<file path="config.mk">
export PLATFORM = sky130hd
export DESIGN_NAME = video_timing_ctrl
export DESIGN_NICKNAME = d
export VERILOG_FILES = /design/src/rtl/pocket_pkg.sv /design/src/rtl/video_xy_counter.sv /design/src/rtl/video_timing_ctrl.sv
export SDC_FILE = /design/constraint.sdc
export NUM_CORES = 1
export LEC_CHECK = 0
export CORE_MARGIN = 2
export CORE_UTILIZATION = 60
export DETAILED_ROUTE_END_ITERATION = 6
export GPL_ROUTABILITY_DRIVEN = 0
export GPL_TIMING_DRIVEN = 0
export PLACE_DENSITY = 0.93
export SYNTH_ARGS = -nofsm -noshare
export SYNTH_HDL_FRONTEND = slang
export SYNTH_SLANG_ARGS = --single-unit
</file>
<file path="constraint.sdc">
create_clock -name video_rgb_clock -period 12.15 [get_ports video_rgb_clock]
set_input_delay 1.215 -clock video_rgb_clock [delete_from_list [all_inputs] [get_ports video_rgb_clock]]
set_output_delay 1.215 -clock video_rgb_clock [all_outputs]
set_load 0.02 [all_outputs]
</file>
<file path="src/rtl/pocket_pkg.sv">
// Shared video timing definitions.
// Provides the timing-set payload carried on the cfg port, the timing that
// is active out of reset, and the sanity check applied to offered timing
// sets before they are allowed to replace the active one.
package pocket_pkg;

  localparam int unsigned VT_H_W       = 10;
  localparam int unsigned VT_V_W       = 10;
  localparam int unsigned VT_MIN_TOTAL = 16;

  // One complete timing set; all comparisons are against pixel/line indices.
  typedef struct packed {
    logic [VT_H_W-1:0] h_total;
    logic [VT_H_W-1:0] h_de_start;
    logic [VT_H_W-1:0] h_de_end;
    logic [VT_H_W-1:0] hs_pos;
    logic [VT_V_W-1:0] v_total;
    logic [VT_V_W-1:0] v_de_start;
    logic [VT_V_W-1:0] v_de_end;
  } video_timing_t;

  // 512x512 raster with a 400x320 active window.
  localparam video_timing_t VT_DEFAULT = '{
    h_total:    VT_H_W'(512),
    h_de_start: VT_H_W'(50),
    h_de_end:   VT_H_W'(450),
    hs_pos:     VT_H_W'(10),
    v_total:    VT_V_W'(512),
    v_de_start: VT_V_W'(50),
    v_de_end:   VT_V_W'(370)
  };

  // Rasters smaller than VT_MIN_TOTAL on either axis are rejected.
  function automatic logic timing_ok(input video_timing_t t);
    return (32'(t.h_total) >= VT_MIN_TOTAL) && (32'(t.v_total) >= VT_MIN_TOTAL);
  endfunction

endpackage

</file>
<file path="src/rtl/video_xy_counter.sv">
// Raster position counter.
// Holds the current pixel column/line and computes the position for the
// next cycle. When run is low the position is forced to the origin.
// Ports:
//   clk, rst_n         clock, async active-low reset
//   run                advance the raster this cycle
//   h_total, v_total   active raster size
//   x, y               registered current position
//   x_nxt_c, y_nxt_c   position that will be presented next cycle
//   last_c             current position is the last pixel of the frame
module video_xy_counter
#(
  parameter int unsigned H_W = 10,
  parameter int unsigned V_W = 10
) (
  input  logic           clk,
  input  logic           rst_n,
  input  logic           run,
  input  logic [H_W-1:0] h_total,
  input  logic [V_W-1:0] v_total,
  output logic [H_W-1:0] x,
  output logic [V_W-1:0] y,
  output logic [H_W-1:0] x_nxt_c,
  output logic [V_W-1:0] y_nxt_c,
  output logic           last_c
);

  logic x_end_c;
  logic y_end_c;

  // >= rather than == so an out-of-range position can never run away.
  assign x_end_c = (x >= (h_total - H_W'(1)));
  assign y_end_c = (y >= (v_total - V_W'(1)));
  assign last_c  = run && x_end_c && y_end_c;

  // Next position: advance along the line, wrap to the next line, wrap frame.
  always_comb begin
    x_nxt_c = '0;
    y_nxt_c = '0;
    if (run) begin
      if (x_end_c) begin
        if (!y_end_c) begin
          y_nxt_c = y + V_W'(1);
        end
      end else begin
        x_nxt_c = x + H_W'(1);
        y_nxt_c = y;
      end
    end
  end

  // Position registers.
  always_ff @(posedge clk or negedge rst_n) begin
    if (!rst_n) begin
      x <= '0;
      y <= '0;
    end else begin
      x <= x_nxt_c;
      y <= y_nxt_c;
    end
  end

endmodule

</file>
<file path="src/rtl/video_timing_ctrl.sv">
// Video timing generator with frame-synchronous reconfiguration.
// Generates x/y raster position and de/hs/vs strobes from an active timing
// set. New timing sets are taken through a valid/ready handshake into a
// pending slot and swapped in only at a frame boundary (or immediately when
// stopped), so a frame is never produced with mixed timing.
// Ports:
//   video_rgb_clock, reset_n   pixel clock, async active-low reset
//   enable                     run request; a drop takes effect at frame end
//   cfg_valid, cfg_ready, cfg  timing set handshake
//   x, y                       current pixel column / line
//   video_de/hs/vs/skip        strobes aligned with x/y
//   cfg_applied, cfg_error     one-cycle pulses: pending set applied/discarded
module video_timing_ctrl
  import pocket_pkg::*;
#(
  parameter int unsigned H_W = 10,
  parameter int unsigned V_W = 10
) (
  input  logic           video_rgb_clock,
  input  logic           reset_n,
  input  logic           enable,
  input  logic           cfg_valid,
  output logic           cfg_ready,
  input  video_timing_t  cfg,
  output logic [H_W-1:0] x,
  output logic [V_W-1:0] y,
  output logic           video_de,
  output logic           video_hs,
  output logic           video_vs,
  output logic           video_skip,
  output logic           cfg_applied,
  output logic           cfg_error
);

  localparam logic [0:0] ST_STOPPED = 1'b0;
  localparam logic [0:0] ST_RUN     = 1'b1;

  logic [0:0]     state_q;
  logic [0:0]     state_d;
  video_timing_t  act_q;
  video_timing_t  act_d;
  video_timing_t  pend_q;
  video_timing_t  pend_d;
  logic           pend_vld_q;
  logic           pend_vld_d;
  logic           ready_d;
  logic           applied_d;
  logic           error_d;
  logic           de_d;
  logic           hs_d;
  logic           vs_d;
  logic           accept_c;
  logic           run_c;
  logic           run_nxt_c;
  logic           last_c;
  logic [H_W-1:0] x_nxt_c;
  logic [V_W-1:0] y_nxt_c;

  assign run_c      = (state_q == ST_RUN);
  assign video_skip = 1'b0;

  // Raster position driven from the currently active timing set.
  video_xy_counter #(
    .H_W (H_W),
    .V_W (V_W)
  ) u_xy (
    .clk     (video_rgb_clock),
    .rst_n   (reset_n),
    .run     (run_c),
    .h_total (H_W'(act_q.h_total)),
    .v_total (V_W'(act_q.v_total)),
    .x       (x),
    .y       (y),
    .x_nxt_c (x_nxt_c),
    .y_nxt_c (y_nxt_c),
    .last_c  (last_c)
  );

  // State register.
  always_ff @(posedge video_rgb_clock or negedge reset_n) begin
    if (!reset_n) begin
      state_q <= ST_STOPPED;
    end else begin
      state_q <= state_d;
    end
  end

  // Next state, config handling and next-cycle strobes.
  always_comb begin
    state_d    = state_q;
    act_d      = act_q;
    pend_d     = pend_q;
    pend_vld_d = pend_vld_q;
    applied_d  = 1'b0;
    error_d    = 1'b0;
    accept_c   = cfg_valid && cfg_ready;

    case (state_q)
      ST_STOPPED: begin
        if (enable) begin
          state_d = ST_RUN;
        end
      end
      ST_RUN: begin
        // Stopping is only allowed once the frame is complete.
        if (last_c && !enable) begin
          state_d = ST_STOPPED;
        end
      end
      default: begin
        state_d = ST_STOPPED;
      end
    endcase

    // A pending set is validated one cycle after acceptance. A good set
    // waits for the frame boundary unless the raster is idle.
    if (pend_vld_q) begin
      if (!timing_ok(pend_q)) begin
        pend_vld_d = 1'b0;
        error_d    = 1'b1;
      end else if (!run_c || last_c) begin
        act_d      = pend_q;
        pend_vld_d = 1'b0;
        applied_d  = 1'b1;
      end
    end

    // cfg_ready is low whenever a set is pending, so accept never collides
    // with the pending-slot update above.
    if (accept_c) begin
      pend_d     = cfg;
      pend_vld_d = 1'b1;
    end

    ready_d = !pend_vld_d;

    // Strobes are computed for the position and timing of the next cycle so
    // the registered outputs line up with the registered x/y.
    run_nxt_c = (state_d == ST_RUN);
    vs_d = run_nxt_c && (x_nxt_c == '0) && (y_nxt_c == '0);
    hs_d = run_nxt_c && (x_nxt_c == H_W'(act_d.hs_pos));
    de_d = run_nxt_c
        && (x_nxt_c >= H_W'(act_d.h_de_start)) && (x_nxt_c < H_W'(act_d.h_de_end))
        && (y_nxt_c >= V_W'(act_d.v_de_start)) && (y_nxt_c < V_W'(act_d.v_de_end));
  end

  // Config registers and registered outputs.
  always_ff @(posedge video_rgb_clock or negedge reset_n) begin
    if (!reset_n) begin
      act_q       <= VT_DEFAULT;
      pend_q      <= '0;
      pend_vld_q  <= 1'b0;
      cfg_ready   <= 1'b0;
      cfg_applied <= 1'b0;
      cfg_error   <= 1'b0;
      video_de    <= 1'b0;
      video_hs    <= 1'b0;
      video_vs    <= 1'b0;
    end else begin
      act_q       <= act_d;
      pend_q      <= pend_d;
      pend_vld_q  <= pend_vld_d;
      cfg_ready   <= ready_d;
      cfg_applied <= applied_d;
      cfg_error   <= error_d;
      video_de    <= de_d;
      video_hs    <= hs_d;
      video_vs    <= vs_d;
    end
  end

endmodule

</file>
---- After elaboration in Yosys (flattened, before gate mapping) ----
Index checks and enable logic that the tools add are counted.
Widths: inputs -> output; s select.
storage, ports and cells
  register bits after elaboration ......... 168
  bits of input ports ..................... 74
  output and inout port bits .............. 27
  logic and storage cells ................. 77
cells by class
  $add $sub $neg .......................... 4
  magnitude comparators ................... 8
  equal/unequal tests ..................... 1
  muxes and demuxes ....................... 20
  bitwise logic cells ..................... 1
  reductions and logical operators ........ 19
operator list
  operator               number
  $mux 60                3
  $mux 10                5
  $ge 10x10->1           4
  $add 10x1->10 const B  2
  $ge 10x5->1 const B    2
  $logic_not 10->1       2
  $lt 10x10->1           2
  $sub 10x1->10 const B  2
  $logic_and 1x1->1      12
  $mux 1                 11
  $eq 10x10->1           1
  $logic_not 1->1        3
  $reduce_and 3->1       1
  $pmux 1 s2             1
  $logic_or 1x1->1       1
  $not 1->1              1

---- Longest topological paths before layout ----
  depth after elaboration ................. 13
  gate-level depth with buffers ........... 24
  gate-level depth less buffers ........... 22

---- Hierarchy ----
A second synthesis with hierarchy kept.
unflattened totals
  cell total of the unflattened synthesis .. 737
  area, all modules ....................... 8,573.2 µm²
modules (own cells, without submodules)
  module             times used  cells each  area an instance (µm²)  sequential area each (µm²)
  video_timing_ctrl  1           517         6,641.4                 3,727.3
  video_xy_counter   1           220         1,931.9                 500.5

---- Worst setup path after synthesis ----
No wires, ideal clock.
  path kind ............................... register -> register
  start ................................... register act_q[63] (netlist bit)
  end ..................................... register video_de
  library setup time ...................... 101 ps
  arrival time ............................ 4,745 ps
  required time ........................... 12,049 ps
  slack ................................... 7,304 ps
  cell stages (with the launch flop) ...... 22
  path buffers ............................ 2
  period minus slack after synthesis ...... 4,846 ps
  cells stage by stage .................... dfrtp_1 > or3_1 > or2_2 > nor4_1 > xnor2_1 > ha_1 > a211oi_1 > nor2_1 > a211oi_2 > a2bb2oi_2 > o21ai_4 > buf_2 > buf_2 > mux2i_1 > ha_1 > a21o_1 > a21o_1 > a21oi_1 > o2111ai_1 > nor3_1 > o21ai_0 > nor4_1
on the way
  cells in the longest elaborated chain, start to end .. 13
  elaborated cells between the ends (all ways) .. 23
  classes of those cells .................. add/sub (1); order compare (5); mux (9); reduce/logical (8)
ends and longest elaborated chain
  element                         line                      source
  start, declared                 video_timing_ctrl.sv:40   video_timing_t act_q;
  start signal, assigned          video_timing_ctrl.sv:160  act_q <= act_d;
  $sub 10x1->10 *                 video_xy_counter.sv:32    assign x_end_c = (x >= (h_total - H_W'(1)));
  $ge 10x10->1 *                  video_xy_counter.sv:32
  $logic_and 1x1->1 (2 in a row)  video_xy_counter.sv:34    assign last_c = run && x_end_c && y_end_c;
  $logic_or 1x1->1                video_timing_ctrl.sv:121  end else if (!run_c || last_c) begin
  $mux 60                         video_timing_ctrl.sv:121
  $mux 60                         video_timing_ctrl.sv:118  if (!timing_ok(pend_q)) begin
  $mux 60                         video_timing_ctrl.sv:117  if (pend_vld_q) begin
  $ge 10x10->1                    video_timing_ctrl.sv:143  && (x_nxt_c >= H_W'(act_d.h_de_start)) && (x_nxt_c < H_W'(act_d.h_de_end))
  $logic_and 1x1->1 (2 in a row)  video_timing_ctrl.sv:143
  $logic_and 1x1->1               video_timing_ctrl.sv:144  && (y_nxt_c >= V_W'(act_d.v_de_start)) && (y_nxt_c < V_W'(act_d.v_de_end));
  $logic_and 1x1->1 *             video_timing_ctrl.sv:144
  via de_d                        video_timing_ctrl.sv:49   logic de_d;
  end signal, assigned            video_timing_ctrl.sv:156  video_de <= 1'b0;
  end signal, assigned            video_timing_ctrl.sv:166  video_de <= de_d;
  end, declared                   video_timing_ctrl.sv:27   output logic video_de,
The timed path passes the listed nets; every way through them passes the cells marked *.
A chain may end at the register's enable or synchronous reset.

---- Worst setup path in the final report ----
Same ends and word-level chain as after synthesis.

==> impl_metrics.yaml <==
status:
  status: "completed"
sta:
  worst_pin_slew_ns: 0.946
  slew_headroom: 0.365
  finalSetupViolCount: 0
  skew_ns: 0.0122
  slew_violations: 0
  fin_crit_sh: 0.490
  setup_tns_ns: 0
  min_period_ns: 5.95
  finalHoldViolCount: 0
  fmax_mhz: 168
  grt_setup_unrepaired: "no"
power:
  power_mw: 1.56
  p_leak_nw: 5.40
  ir_worst_vdd_mv: 0.116
  pwr_density_cell_nw_per_um2: 149
layout:
  postLayoutCoreUtil: 0.751
  syn_to_final_growth_pct: 21.7
  antenna_cells: 0
  num-nets-final: 1004
  final_layout_size_suffix_gt1_frac: 0.195
placed_design:
  io_buffer_count: 99
  dp_hpwl_mm: 14.3
grt:
  use_met3: 0.0636
  grt-busiest-layer: "met2"
  grt_pass1_vias: 6363
  antenna_found_initial: 0
  grt_usage: 0.280
  grt.overflow.total: 0
  use_met2: 0.455
  gr-usage-met1: 0.357
  grt_first_pass_wirelength_mm: 32.0
  grt_start_max_net_pins: 123
clocking:
  cts_buffers: 17
  clkLatencyLatePin_ns: 0.43
  cts_buffer_depth: 2
  clock_sinks: 168
  cts_root_buf: "clkbuf_16"
  hold_buffers: 0
  cts_max_level: 4
  cts_setup_buffers: 0
  post_cts_resized: 0
  cts_tree: "done"
  clk_pin_slew_worst_paths_ns: 0.07
synth:
  synth.top_cell.area_share: 0.434
  syn_area_um2: 8600
  ys_warn_count: 0
  synth_edf_count: 0
  synth_sequential_area_ratio: 0.492
  yosys_register_bits: 168
  mappedNetlistNets: 885
  synthCells: 749
  yosys_most_used_dff: "dfrtp_1"
  async_reset_ff_frac: 1.00
  synth.area.top_cells: "dfrtp_1 43%, mux2_2 9.3%, ha_1 9.0%"
  syn_avg_cell_area_um2: 11.5
  yosysUniqueCellTypes: 67
  synth.largest_area_cell: "dfrtp_1"
routing:
  routed_wl_mm: 19.8
  vias_per_cell: 5.83
  drc_errors: 0
  dr.pass1.iters: 7
  via_count: 6190
  dr.first_iter.drc_count: 528
  wl_per_cell_um: 18.7
  ant_nets: 0
critical_path:
  startpoint: "act_q[63]"
  cp_max_fo: 10
  r2r-start: "act_q[63]"
  cp.required_ns: 12.45
  setup.worst_path.start_class: "flip-flop"
  reg2reg_to: "video_de"
  critPathKind: "reg2reg"
  slowest_stage: "mux2i_1"
  end_kind: "flip-flop"
  path_cells: "or3_1 -> or2_2 -> nor3_1 -> nand2_1 -> xor2_1 -> ha_1 -> nand4_1 -> nor2_2 -> a211oi_2 -> a2bb2oi_2 -> o21ai_4 -> buf_2 -> buf_2 -> mux2i_1 -> ha_1 -> nand4_1 -> nor2_1 -> a211oi_1 -> o2111ai_1 -> nor3_1 -> o21ai_0 -> nor4_1"
  worstPathArrival_ns: 6.25
  max_stage_delay_ns: 0.44
  crit_family: "simple AND/OR/NAND/NOR gates"
  reg2reg_depth: 22
  regToRegSetupSlack_ns: 6.20
  path_buf_inv: 2
min_path:
  min_to: "act_q[62]"
  hold_start: "pend_q[62]"
  hp-class: "reg2reg"
  hold_depth: 2
floorplanning:
  row_count: 43
  die_w_um: 124
  dieArea_um2: 15300
  initial_core_util: 0.617
  core_area_um2: 13900
  die_h_um: 124
  ios: 101
flow_run:
  maxCapViolCount: 0
## metal layers
layer	vias up	wire length, um
li1	2866	-
met1	3032	8210
met2	230	9680
met3	62	1140
met4	0	763
met5	-	0
## cells in the final DEF, fill, tap and decap left out, drive strengths merged, types with 4 or more instances in the layout
cell type	instances
nor4	8
o21a	5
nand2	67
a21o	9
mux2i	42
nor2b	4
inv	57
nor2	35
dfrtp	149
nand2b	9
or3	5
clkinv	7
clkdlybuf4s50	98
o21ai	18
or2	7
dfstp	19
nand3	16
nand4	9
buf	14
a21oi	21
a211oi	6
xnor2	18
ha	62
clkbuf	27
o22ai	4
mux2	90
nor3	16
xor2	17
## where the power goes
group	switching (mW)	total [mW]	internal (mW)	leakage [nW]
logic	0.0943	0.241	0.146	3.01
registers	0.0797	0.763	0.683	2.10
clock network	0.229	0.559	0.330	0.292
total	0.403	1.56	1.16	5.40
## cells in the mapped netlist (2+ instances only)
cell and count:
dfrtp_1 149, mux2_2 71, nand2_1 66, ha_1 62, mux2i_1 42, inv_1 40, nor2_1 33, a21oi_1 21
dfstp_2 19, mux2_1 19, xnor2_1 18, xor2_1 17, inv_2 16, nand3_1 16, nor3_1 16, o21ai_0 10
a21o_1 9, nand4_1 9, clkbuf_1 8, buf_2 7, nand2b_1 7, nor4_1 7, o21ai_1 7, or2_2 6
a211oi_1 5, o21a_1 5, nor2b_1 4, o22ai_1 4, or3_1 4, and4_1 3, nor3b_1 3, o2111ai_1 3
o211ai_1 3, a211o_1 2, and2_1 2, and3_1 2, buf_1 2, buf_6 2, nor2_2 2
## final cells by class
class	count	area [um^2]
flip-flops and latches	168	4230
clock buffers	18	439
plain buffers	21	116
multi-input cells	504	4040
inverters	56	210
fillers	865	3470
well taps	180	225
clock inverters	14	175
repair buffers	100	1020
## worst max-delay path by stage
stage,slack [ns],cells past startpoint,endpoint
floorplan,7.30,21,video_de
global placement,3.32,1,pend_q[54]
detailed placement,6.39,22,video_de
CTS,6.26,22,video_de
global route,5.83,22,video_de
finish,6.20,22,video_de
## cell families (layout without fill, tap and decap cells)
| kind of cell | Yosys count | count (layout) | synth area share |
|---|---|---|---|
| AO/OA/AOI/OAI | 85 | 85 | 0.0686 |
| adder cells (fa/ha/maj) | 62 | 62 | 0.0902 |
| multiplexers | 132 | 132 | 0.167 |
| flip-flops | 168 | 168 | 0.492 |
| buffers and inverters | 77 | 209 | 0.0380 |
| other | 1 | 1 | 0.000436 |
| XOR/XNOR | 35 | 35 | 0.0357 |
| AND/OR/NAND/NOR | 189 | 189 | 0.109 |
## worst min-delay path, delay by kind of cell (launching register included)
| kind | cells | cell delay, ns |
|---|---|---|
| flops | 1 | 0.34 |
| simple gates | 2 | 0.10 |
## sequential cells by signal, summed over array words and instances (netlist names)
signal       count
u_xy.y          10
video_vs         1
cfg_ready        1
run_c            1
video_de         1
video_hs         1
cfg_applied      1
pend_q          70
pend_vld_q       1
cfg_error        1
act_q           70
u_xy.x          10
## stage by stage
step	setup slack [ns]	cells	area (um^2)	hold WS, ns
global route	5.83	1061	10500	0.504
floorplan	7.30	749	8600	0.433
global placement	3.32	1028	9810	0.447
CTS	6.26	1061	10500	0.474
finish	6.20	1061	10500	0.473
detailed placement	6.39	1029	9850	0.454
(Power assumes the default switching activity.)
==> RTL change 1 (config.mk and constraints unchanged) <==
`V_W` is set to 10 in 2 places; all go to 5.
--- a/src/rtl/video_xy_counter.sv
+++ b/src/rtl/video_xy_counter.sv
@@ -11,7 +11,7 @@
 module video_xy_counter
 #(
   parameter int unsigned H_W = 10,
-  parameter int unsigned V_W = 10
+  parameter int unsigned V_W = 5
 ) (
   input  logic           clk,
   input  logic           rst_n,
--- a/src/rtl/video_timing_ctrl.sv
+++ b/src/rtl/video_timing_ctrl.sv
@@ -14,7 +14,7 @@
   import pocket_pkg::*;
 #(
   parameter int unsigned H_W = 10,
-  parameter int unsigned V_W = 10
+  parameter int unsigned V_W = 5
 ) (
   input  logic           video_rgb_clock,
   input  logic           reset_n,
Ports: changed (resized y); port bits go from 101 to 96. No check against the original RTL was run, so the function may have changed too.
==> RTL change 1 against the unedited design <==
- core utilization is 1.5 points higher
- clock skew is 0.0044 ns lower
- global-route usage is 0.33 points higher
- combinational power is 79% higher
- worst setup slack better by 0.41 ns
- sequential cell count is 30 lower
- wire length is 20% lower
- design area is 20% lower
- area after synthesis is 21% lower
- fmax is 7.4% higher
- power is 1.9% higher
==> RTL change 1: results (changes against the unedited design) <==
| Metric | Value |
|---|---|
| Hpwl dp | `11.21 mm (-22%)` |
| Syn Nets | `700 (-21%)` |
| Outcome | `finished, final reports clean` |
| Pre-antenna DRT Iters | `4 (-3)` |
| Top flop regs | `pend_q (60), act_q (55), u_xy.x (10)` |
| Slowest cell on the critical path | `or4b_4` |
| Sequential power | `0.662 mW (-13%)` |
| Top cells by count, synth | `dfrtp_1, mux2_2, nand2_1` |
| Post-synthesis sequential area ratio | `0.5136 (+0.02183)` |
| Placed cell count | `804 (-22%)` |
| WL/cell | `18.98 um (+1.7%)` |
| Leak | `4.239 nW (-22%)` |
| Clock Skew | `0.007866 ns (-0.004373 ns)` |
| First-pass GRT wire length | `25.14 mm (-21%)` |
| P_sw | `0.4883 mW (+21%)` |
| Clock power share | `0.313 (-0.045)` |
| Place WS | `6.797 ns (+0.4045 ns)` |
| Worst stage delay on the critical path | `0.51 ns (+0.07 ns)` |
| Final wirelength | `15.85 mm (-20%)` |
| Vias in the first global route | `5030 (-21%)` |
| Avg Synthesized Cell Area | `11.67 um2 (+1.7%)` |
| Share of post-route cells with drive strength above 1 | `0.1914 (-0.003866)` |
| Largest net degree at the start of global routing | `91 (-26%)` |
| XOR/XNOR Fraction of Synth Area | `0.03759 (+0.001929)` |
| Gr usage total | `0.2829 (+0.003319)` |
| I/O Buffers | `84 (-15%)` |
| Switching Share | `0.3067 (+0.04889)` |
| Placed cell areas | `7802 um2 (-21%)` |
| Vias | `4898 (-21%)` |
[RTL change 1: cell types whose count changed after synthesis, sizes merged, moves of 9 or more]
cell	before	now
mux2i	42	25
a21oi	21	12
inv	56	43
ha	62	47
mux2	90	69
dfrtp	149	124
[RTL change 1: worst paths after layout]
check                                       start               endpoint  slack (ns)  cells past startpoint
min reg2reg                pend_q[22]$_DFFE_PN0P_  act_q[22]$_DFFE_PN0P_        0.46                      2
min                        pend_q[22]$_DFFE_PN0P_  act_q[22]$_DFFE_PN0P_        0.46                      2
max                         act_q[63]$_DFFE_PN0P_     video_de$_DFF_PN0_        6.61                     22
min in group asynchronous                 reset_n     video_de$_DFF_PN0_        0.72                      1
max reg2reg                 act_q[63]$_DFFE_PN0P_     video_de$_DFF_PN0_        6.61                     22
max in group asynchronous                 reset_n  act_q[69]$_DFFE_PN1P_       10.62                      2
[RTL change 1: per-layer routing]
layer | up-vias | GRT usage | wire (um)
met3 | 51 | 0.07525 | 1138
met1 | 2414 | 0.3378 | 6189
met2 | 211 | 0.4755 | 7918
met4 | 0 | 0.1375 | 602
met5 | - | 0 | 0
li1 | 2222 | - | -
[RTL change 1: cell families after synthesis]
| logic type | count (synthesis) |
|---|---|
| fa+ha+maj | 47 |
| xor+xnor | 29 |
| other cells | 1 |
| mux | 94 |
| compound gates | 61 |
| flops | 138 |
| simple gates | 148 |
| buf+inv | 61 |
[RTL change 1: cell type report]
cell class	count	area, um2
Clock buffer	19	442.9
Fill cell	637	2566
Timing Repair Buffer	85	869.6
Tap cell	140	175.2
Clock inverter	12	123.9
Sequential cell	138	3471
Multi-Input combinational cell	380	3023
Buffer	18	102.6
Inverter	43	161.4
==> RTL change 2 (same flow settings) <==
Made on the original files. The output `cfg_error` loses its register stage (`cfg_error` becomes a continuous assignment). Comments in the files are not updated.
--- a/src/rtl/video_timing_ctrl.sv
+++ b/src/rtl/video_timing_ctrl.sv
@@ -152,7 +152,6 @@
       pend_vld_q  <= 1'b0;
       cfg_ready   <= 1'b0;
       cfg_applied <= 1'b0;
-      cfg_error   <= 1'b0;
       video_de    <= 1'b0;
       video_hs    <= 1'b0;
       video_vs    <= 1'b0;
@@ -162,12 +161,13 @@
       pend_vld_q  <= pend_vld_d;
       cfg_ready   <= ready_d;
       cfg_applied <= applied_d;
-      cfg_error   <= error_d;
       video_de    <= de_d;
       video_hs    <= hs_d;
       video_vs    <= vs_d;
     end
   end
 
+  assign cfg_error = error_d;
+
 endmodule
 
Function: changed (Yosys sat finds a counterexample within 4 cycles, from zero or initial values and one cycle with reset_n low).
==> RTL change 2 against the unedited design <==
- design area hardly changed
- sequential share of layout area is 0.26 points lower
- synthesized cell count is 0.13% lower
- sequential cell count is 1 lower
- area after synthesis is 0.29% lower
- power is 1.7% higher
- wire length is 0.39% lower
- via count is 2.2% higher
- worst setup slack worse by 0.27 ns
- critical path depth is 1 lower
- largest power group unchanged
==> RTL change 2: results (changes against the unedited design) <==
| Metric | Value |
|---|---|
| Outcome | `finished, final reports clean` |
| Crit path arrival time | `6.50 ns (+0.25 ns)` |
| First DRT Iteration DRCs | `361 (-32%)` |
| XOR/XNOR Fraction of Synth Area | `0.03576 (+0.0001041)` |
| Largest net degree at the start of global routing | `122 (-0.81%)` |
| WL/cell | `18.60 um (-0.30%)` |
| Vias/cell | `5.970 (+2.3%)` |
| Fin crit share | `0.5115 (+0.02196)` |
| Hpwl dp | `13.66 mm (-4.8%)` |
| Int Pwr | `1.197 mW (+3.2%)` |
| Met2 WL post-DR | `9.538 mm (-1.5%)` |
| I/O Buffers | `99 (unchanged)` |
| WL met1 | `8.014 mm (-2.4%)` |
| Met1 GRT Util | `0.3549 (-0.002247)` |
| R2R cell count | `21 (-4.5%)` |
| Synth Area in Adders | `0.09050 (+0.0002634)` |
| Share of post-route cells with drive strength above 1 | `0.1920 (-0.003187)` |
| Met3 GRT Util | `0.06688 (+0.003237)` |
| Mux share of post-synthesis cell area | `0.1673 (+0.0004869)` |
| Clock Skew | `0.01202 ns (-0.0002235 ns)` |
| Pwr dens | `151.8 nW/um2 (+1.6%)` |
| Most area-consuming cells after synthesis | `dfrtp_1, mux2_2, ha_1` |
| First-pass GRT wire length | `31.93 mm (-0.19%)` |
| Nets | `1003 (-0.10%)` |
| Gr usage total | `0.2797 (about the same)` |
| Vias in the first global route | `6366 (+0.047%)` |
| Syn Nets | `884 (-0.11%)` |
| Reg2Reg Setup Slack | `5.94 ns (-0.27 ns)` |
| Post-synthesis sequential area ratio | `0.4903 (-0.001484)` |
| Finished Layout Cells | `1060 (-0.094%)` |
| Clock power share | `0.374 (+0.016)` |
| Wire length on met3 | `1.340 mm (+18%)` |
| Avg Synthesized Cell Area | `11.46 um2 (-0.16%)` |
| Compound-Gate Fraction of Synth Area | `0.06875 (+0.0002001)` |
RTL change 2: how the worst max path moves through the flow:
stage / start / to / cells past startpoint
2_1_floorplan: act_q[63]$_DFFE_PN0P_ / video_de$_DFF_PN0_ / 21
3_3_place_gp: reset_n / pend_q[52]$_DFFE_PN0P_ / 1
3_5_place_dp: act_q[63]$_DFFE_PN0P_ / video_de$_DFF_PN0_ / 21
4_1_cts: act_q[63]$_DFFE_PN0P_ / video_de$_DFF_PN0_ / 21
5_1_grt: act_q[63]$_DFFE_PN0P_ / video_de$_DFF_PN0_ / 21
6_report: act_q[63]$_DFFE_PN0P_ / video_de$_DFF_PN0_ / 21
RTL change 2: worst max-delay path: stages (launching register included):
cell       delay, ns
dfrtp_1         0.42
or3_1           0.41
or2_2           0.33
nor4_1          0.24
xnor2_1         0.18
ha_1            0.28
a211oi_1        0.30
nor2_1          0.15
a211oi_2        0.35
a2bb2oi_2       0.26
o21ai_4         0.36
buf_2           0.33
buf_2           0.38
mux2i_1         0.38
ha_1            0.31
nand4_1         0.14
nor2_1          0.08
a211oi_1        0.25
o2111ai_1       0.15
nor3_1          0.18
o21ai_0         0.11
nor4_1          0.45
RTL change 2: through the flow:
stage	cell area, um2	hold WS [ns]
2_1_floorplan	8572	0.4331
3_3_place_gp	9788	0.4474
3_5_place_dp	9821	0.4533
4_1_cts	10470	0.4693
5_1_grt	10470	0.4970
6_report	10470	0.4701
RTL change 2: layout make-up:
| cell class | count | area share |
|---|---|---|
| buffer | 21 | 0.01112 |
| clock buffer | 21 | 0.04304 |
| clock inverter | 11 | 0.01865 |
| inverter | 56 | 0.02008 |
| multi-input combinational | 504 | 0.3863 |
| sequential | 167 | 0.4016 |
| tap | 180 | 0.02152 |
| timing repair buffer | 100 | 0.09779 |
